===== src/rtl/game_tick_scheduler.sv =====
// game_tick_scheduler: cascaded 10 kHz / 1 kHz / 100 Hz / 1 Hz enable-tick
// prescaler plus a start/pause/stop/clear game timer counting seconds in BCD.
// Optional feature macro: TIMER_PAUSE_EN builds the PAUSED state and makes
// i_pause toggle RUN <-> PAUSED. Without it i_pause is ignored.
module game_tick_scheduler #(
    parameter int CLK_HZ = 50000000
) (
    input  logic        i_clk,
    input  logic        i_rst_n,
    input  logic        i_start,
    input  logic        i_pause,
    input  logic        i_stop,
    input  logic        i_clr,
    output logic        o_tick_10k,
    output logic        o_tick_1k,
    output logic        o_tick_100,
    output logic        o_tick_1,
    output logic [11:0] o_sec_bcd,
    output logic [1:0]  o_state,
    output logic        o_running,
    output logic        o_timer_max
);

    localparam int DIV = CLK_HZ / 10000;
    localparam int BW  = $clog2(DIV);

    typedef enum logic [1:0] {
        ST_IDLE   = 2'd0,
        ST_RUN    = 2'd1,
        ST_PAUSED = 2'd2,
        ST_DONE   = 2'd3
    } state_t;

    logic [BW-1:0] r_base;
    logic [3:0]    r_dec_1k;
    logic [3:0]    r_dec_100;
    logic [3:0]    r_dec_1;
    logic          r_tick_10k;
    logic          r_tick_1k;
    logic          r_tick_100;
    logic          r_tick_1;
    state_t        r_state;
    logic [11:0]   r_sec_bcd;
    logic          r_running;
    logic          r_timer_max;

    logic w_tc_10k;
    logic w_tc_1k;
    logic w_tc_100;
    logic w_tc_1;
    logic w_restart;

    // Terminal counts of each prescaler stage; a stage only advances on the
    // terminal count of the stage below, so coinciding ticks line up.
    assign w_tc_10k = (r_base == BW'(DIV - 1));
    assign w_tc_1k  = w_tc_10k && (r_dec_1k  == 4'd9);
    assign w_tc_100 = w_tc_1k  && (r_dec_100 == 4'd9);
    assign w_tc_1   = w_tc_100 && (r_dec_1   == 4'd9);

    // An accepted START re-phases the prescaler so the first second is full.
    // NOTE: every variable written in always_comb gets a default first, so no
    // path leaves it unassigned and no latch is inferred.
    always_comb begin
        w_restart = 1'b0;
        if (i_start && !i_clr) begin
            case (r_state)
                ST_RUN, ST_PAUSED: w_restart = !i_stop;
                default:           w_restart = 1'b1;
            endcase
        end
    end

    // BCD increment with carry across the three digits (x9 -> (x+1)0).
    function automatic logic [11:0] bcd_inc(input logic [11:0] v);
        logic [3:0] d0, d1, d2;
        d0 = v[3:0];
        d1 = v[7:4];
        d2 = v[11:8];
        if (d0 == 4'd9) begin
            d0 = 4'd0;
            if (d1 == 4'd9) begin
                d1 = 4'd0;
                d2 = d2 + 4'd1;
            end else begin
                d1 = d1 + 4'd1;
            end
        end else begin
            d0 = d0 + 4'd1;
        end
        return {d2, d1, d0};
    endfunction

    // Free-running cascaded prescaler with registered single-cycle ticks.
    // NOTE: sequential state uses non-blocking assignments so every register
    // samples the pre-edge values, independent of statement order.
    always_ff @(posedge i_clk or negedge i_rst_n) begin
        if (!i_rst_n) begin
            r_base     <= '0;
            r_dec_1k   <= 4'd0;
            r_dec_100  <= 4'd0;
            r_dec_1    <= 4'd0;
            r_tick_10k <= 1'b0;
            r_tick_1k  <= 1'b0;
            r_tick_100 <= 1'b0;
            r_tick_1   <= 1'b0;
        end else if (w_restart) begin
            r_base     <= '0;
            r_dec_1k   <= 4'd0;
            r_dec_100  <= 4'd0;
            r_dec_1    <= 4'd0;
            r_tick_10k <= 1'b0;
            r_tick_1k  <= 1'b0;
            r_tick_100 <= 1'b0;
            r_tick_1   <= 1'b0;
        end else begin
            r_base <= w_tc_10k ? '0 : r_base + BW'(1);
            if (w_tc_10k) r_dec_1k  <= (r_dec_1k  == 4'd9) ? 4'd0 : r_dec_1k  + 4'd1;
            if (w_tc_1k)  r_dec_100 <= (r_dec_100 == 4'd9) ? 4'd0 : r_dec_100 + 4'd1;
            if (w_tc_100) r_dec_1   <= (r_dec_1   == 4'd9) ? 4'd0 : r_dec_1   + 4'd1;
            r_tick_10k <= w_tc_10k;
            r_tick_1k  <= w_tc_1k;
            r_tick_100 <= w_tc_100;
            r_tick_1   <= w_tc_1;
        end
    end

    // Game timer FSM: priority CLR > STOP > START > PAUSE > TICK_1.
    always_ff @(posedge i_clk or negedge i_rst_n) begin
        if (!i_rst_n) begin
            r_state     <= ST_IDLE;
            r_sec_bcd   <= 12'h000;
            r_running   <= 1'b0;
            r_timer_max <= 1'b0;
        end else if (i_clr) begin
            r_state     <= ST_IDLE;
            r_sec_bcd   <= 12'h000;
            r_running   <= 1'b0;
            r_timer_max <= 1'b0;
        end else begin
            case (r_state)
                ST_IDLE: begin
                    if (i_start) begin
                        r_state   <= ST_RUN;
                        r_sec_bcd <= 12'h000;
                        r_running <= 1'b1;
                    end
                end
                ST_RUN: begin
                    if (i_stop) begin
                        r_state     <= ST_DONE;
                        r_running   <= 1'b0;
                        r_timer_max <= (r_sec_bcd == 12'h999);
                    end else if (i_start) begin
                        r_sec_bcd <= 12'h000;
`ifdef TIMER_PAUSE_EN
                    end else if (i_pause) begin
                        r_state   <= ST_PAUSED;
                        r_running <= 1'b0;
`endif
                    end else if (r_tick_1) begin
                        if (r_sec_bcd == 12'h999) begin
                            r_state     <= ST_DONE;
                            r_running   <= 1'b0;
                            r_timer_max <= 1'b1;
                        end else begin
                            r_sec_bcd <= bcd_inc(r_sec_bcd);
                        end
                    end
                end
`ifdef TIMER_PAUSE_EN
                ST_PAUSED: begin
                    if (i_stop) begin
                        r_state     <= ST_DONE;
                        r_timer_max <= (r_sec_bcd == 12'h999);
                    end else if (i_start) begin
                        r_state   <= ST_RUN;
                        r_sec_bcd <= 12'h000;
                        r_running <= 1'b1;
                    end else if (i_pause) begin
                        r_state   <= ST_RUN;
                        r_running <= 1'b1;
                    end
                end
`endif
                ST_DONE: begin
                    if (i_start) begin
                        r_state     <= ST_RUN;
                        r_sec_bcd   <= 12'h000;
                        r_running   <= 1'b1;
                        r_timer_max <= 1'b0;
                    end
                end
                default: begin
                    r_state     <= ST_IDLE;
                    r_sec_bcd   <= 12'h000;
                    r_running   <= 1'b0;
                    r_timer_max <= 1'b0;
                end
            endcase
        end
    end

    assign o_tick_10k  = r_tick_10k;
    assign o_tick_1k   = r_tick_1k;
    assign o_tick_100  = r_tick_100;
    assign o_tick_1    = r_tick_1;
    assign o_sec_bcd   = r_sec_bcd;
    assign o_state     = r_state;
    assign o_running   = r_running;
    assign o_timer_max = r_timer_max;

endmodule


===== config.mk =====
export PLATFORM = sky130hd
export DESIGN_NAME = game_tick_scheduler
export DESIGN_NICKNAME = d
export VERILOG_FILES = /design/src/rtl/game_tick_scheduler.sv
export SDC_FILE = /design/constraint.sdc
export NUM_CORES = 1
export LEC_CHECK = 0
export ABC_AREA = 1
export CAP_MARGIN = 20
export CELL_PAD_IN_SITES_DETAIL_PLACEMENT = 1
export CELL_PAD_IN_SITES_GLOBAL_PLACEMENT = 2
export CORE_MARGIN = 1.5
export CORE_UTILIZATION = 35
export DETAILED_ROUTE_END_ITERATION = 10
export PLACE_DENSITY_LB_ADDON = 0.1
export SLEW_MARGIN = 20
export SYNTH_ARGS = -nofsm -noshare
export SYNTH_HDL_FRONTEND = slang
export SYNTH_SLANG_ARGS = --single-unit

===== constraint.sdc =====
create_clock -name i_clk -period 3.95 [get_ports i_clk]
set_input_delay 0.79 -clock i_clk [delete_from_list [all_inputs] [get_ports i_clk]]
set_output_delay 0.79 -clock i_clk [all_outputs]
set_load 0.01 [all_outputs]

==> qor.txt <==
Initial antenna violation count: 0
WP data required: 4130 ps
Largest stage delay on the critical path: 530 ps
Leading cell type in the layout, fill and taps excluded: nand2_1
Ports: 26
Pre-antenna DRT Iters: 4
CTS sink count: 45
Worst Tran Pin Value: 665.5 ps
Worst skew pair latency: 300 ps
GRT Resource Usage Total: 16.29%
Pins Over Slew Limit: 0
Die Span Y: 88.25 µm
Finished Layout Cells: 464
CTS tree: built
Max clock buf depth: 2
Yosys reg bits: 45
Net switching power figure: 474.9 µW
CP Class: in -> reg
Final ANT Viol Nets: 0
Max_cap viols: 0
Dpl hpwl: 4.488 mm
Final setup fails: 0
Max-slew headroom: 55.64%
Nets@finish: 384
Syn Nets: 354
Clk pin slew, worst setup/hold paths: 90 ps
Row cnt: 30
Post-CTS setup buffers: 0
P_int: 856.6 µW
CP arrival: 2400 ps
RSZ-0062 raised after global routing: no
Layout cells sized above 1: 5.978%
Largest net degree at the start of global routing: 29
IO buf count: 24
Total negative setup slack: 0 ps
Drt via density: 4.737
Switching share of power: 35.67%
Fin. Hold Viols: 0
Total gr overflow: 0
DR vias: 2198
Outcome: completed
Vias in the first global route: 2151
Average size of a mapped cell: 7.548 µm²
CTS Hold Bufs: 0
Crit start category: input pin
Yosys cell types: 29
# H-tree levels: 2
Area contributors post-synth: dfrtp_1 (44%), nand2_1 (13%), nand3_1 (6.5%), inv_1 (6.2%), nor2_1 (5.9%)
Period utilization: 56.16%
CTS-repair resized insts: 0
Commonest cells after routing, fill and taps aside: nand2_1 (91), dfrtp_1 (45), inv_1 (42)
Fin util: 43.51%
Critical Path Sink Type: flip-flop
CTS root buffer: clkbuf_8
Die Footprint: 7788 µm²
Total power: 1.332 mW
First-pass GRT wire length: 9.949 mm
Fmax: 450.8 MHz
Seq/Total Area, Yosys: 44.27%
Top-area cell type share of the netlist area: 44.27%
Post-Synthesis Cells: 337
Starting Density: 36.83%
Detailed router's first-iteration violation count: 88
Reg power frac: 45.5%
Worst Path Max Fanout: 9
Gate power share: 27.7%
Crit-path cells: clkdlybuf4s50_1 > inv_1 > nand3_2 > nand2_1 > inv_1 > nand2_1 > o21ai_0
CTS buffer count: 5
Synth Warn #: 0
Min Tclk post-route: 2218 ps
P per Cell Area: 443.0 nW/µm²
Area grow syn2layout: 18.15%
Leak: 1.413 nW
Inserted Diodes: 0
Hold WC Path Type: reg -> reg
Final WL: 5.847 mm
Synth area leader: dfrtp_1
Slowest-stage cell, CP: clkdlybuf4s50_1
GP Congestion: 0.7878
Maximum VDD drop: 0.1334 mV
Netlist Area Pre-Place: 2544 µm²
Die width: 88.25 µm
Core Region: 6907 µm²
Power share of the clock group: 26.8%
Placed Cells: 456
Remaining DRCs: 0
DR WL/cell: 12.60 µm
Post-route clock skew: 9.680 ps
through the flow:
step | cell area, µm² | hold WS (ps) | worst slack (ps)
floorplan | 2544 | 433.1 | 2253
global placement | 2890 | 455.3 | 1373
detailed placement | 2890 | 454.3 | 1367
CTS | 3005 | 467.6 | 1691
global route | 3005 | 481.4 | 1562
finish | 3005 | 463.8 | 1732
routing by layer:
layer | wire (µm) | global-route usage (%)
met2 | 2809 | 28.52
met1 | 2850 | 21.35
met4 | 46 | 2.983
met5 | 0 | 0
met3 | 141 | 2.892
state kept, by name, summed over array words and instances, names as in the netlist:
| signal | flops |
|---|---|
| r_base | 13 |
| o_running | 1 |
| o_tick_1 | 1 |
| o_sec_bcd | 12 |
| r_dec_100 | 4 |
| o_tick_1k | 1 |
| o_timer_max | 1 |
| r_dec_1 | 4 |
| o_tick_100 | 1 |
| o_tick_10k | 1 |
| r_dec_1k | 4 |
| o_state | 2 |
cell usage after synthesis (all sizes together):
cell and count:
nand2 94, dfrtp 45, inv 44, nor2 42, nand3 35, o21ai 25, ha 11, nor3 11
a21oi 7, nand4 7, or2 4, xnor2 3, xor2 3, buf 2, a21boi 1, a22oi 1
nor4 1, o21bai 1
path summary, 6_finish.rpt:
check	depth (start not counted)	endpoint	slack (ps)	start
setup / recovery	7	r_dec_1k[3]$_DFFE_PN0P_	1730	i_clr
hold / removal	1	r_base[0]$_DFF_PN0_	460	r_base[0]$_DFF_PN0_
setup reg to reg	9	o_sec_bcd[6]$_DFFE_PN0P_	2060	o_state[1]$_DFFE_PN0P_
min in group asynchronous	1	o_sec_bcd[9]$_DFFE_PN0P_	510	i_rst_n
hold reg to reg	1	r_base[0]$_DFF_PN0_	460	r_base[0]$_DFF_PN0_
max in group asynchronous	2	r_base[3]$_DFF_PN0_	2730	i_rst_n
cell families after synthesis:
group | synth area share (%)
buffers and inverters | 7.132
adder cells (fa/ha/maj) | 5.411
AND/OR/NAND/NOR | 33.79
AO/OA/AOI/OAI | 7.329
flip-flops | 44.27
XOR/XNOR | 2.066
critical path, delay by kind of cell:
family	cells	cell delay, ps
AOI/OAI and AO/OA	1	80
buffers and inverters	3	920
and+or+nand+nor	3	620
power groups by stage:
| stage | Sequential [mW] | Clock, mW | Combinational (mW) |
|---|---|---|---|
| 5_1_grt | 0.617 | 0.390 | 0.436 |
| 3_5_place_dp | 0.617 | 0 | 0.376 |
| 4_1_cts | 0.607 | 0.373 | 0.379 |
| 3_3_place_gp | 0.614 | 0 | 0.370 |
| 2_1_floorplan | 0.606 | 0 | 0.247 |
| 6_report | 0.606 | 0.357 | 0.369 |
area by class of cell:
type / count / area (µm²)
clock buffers: 5 / 68.82
clock inverters: 3 / 46.29
fillers: 900 / 3901
inverters: 44 / 165.2
multi-input cells: 246 / 1236
flip-flops and latches: 45 / 1126
well taps: 96 / 120.1
repair buffers: 25 / 242.7
No activity file was read; power rests on OpenSTA's default activity.
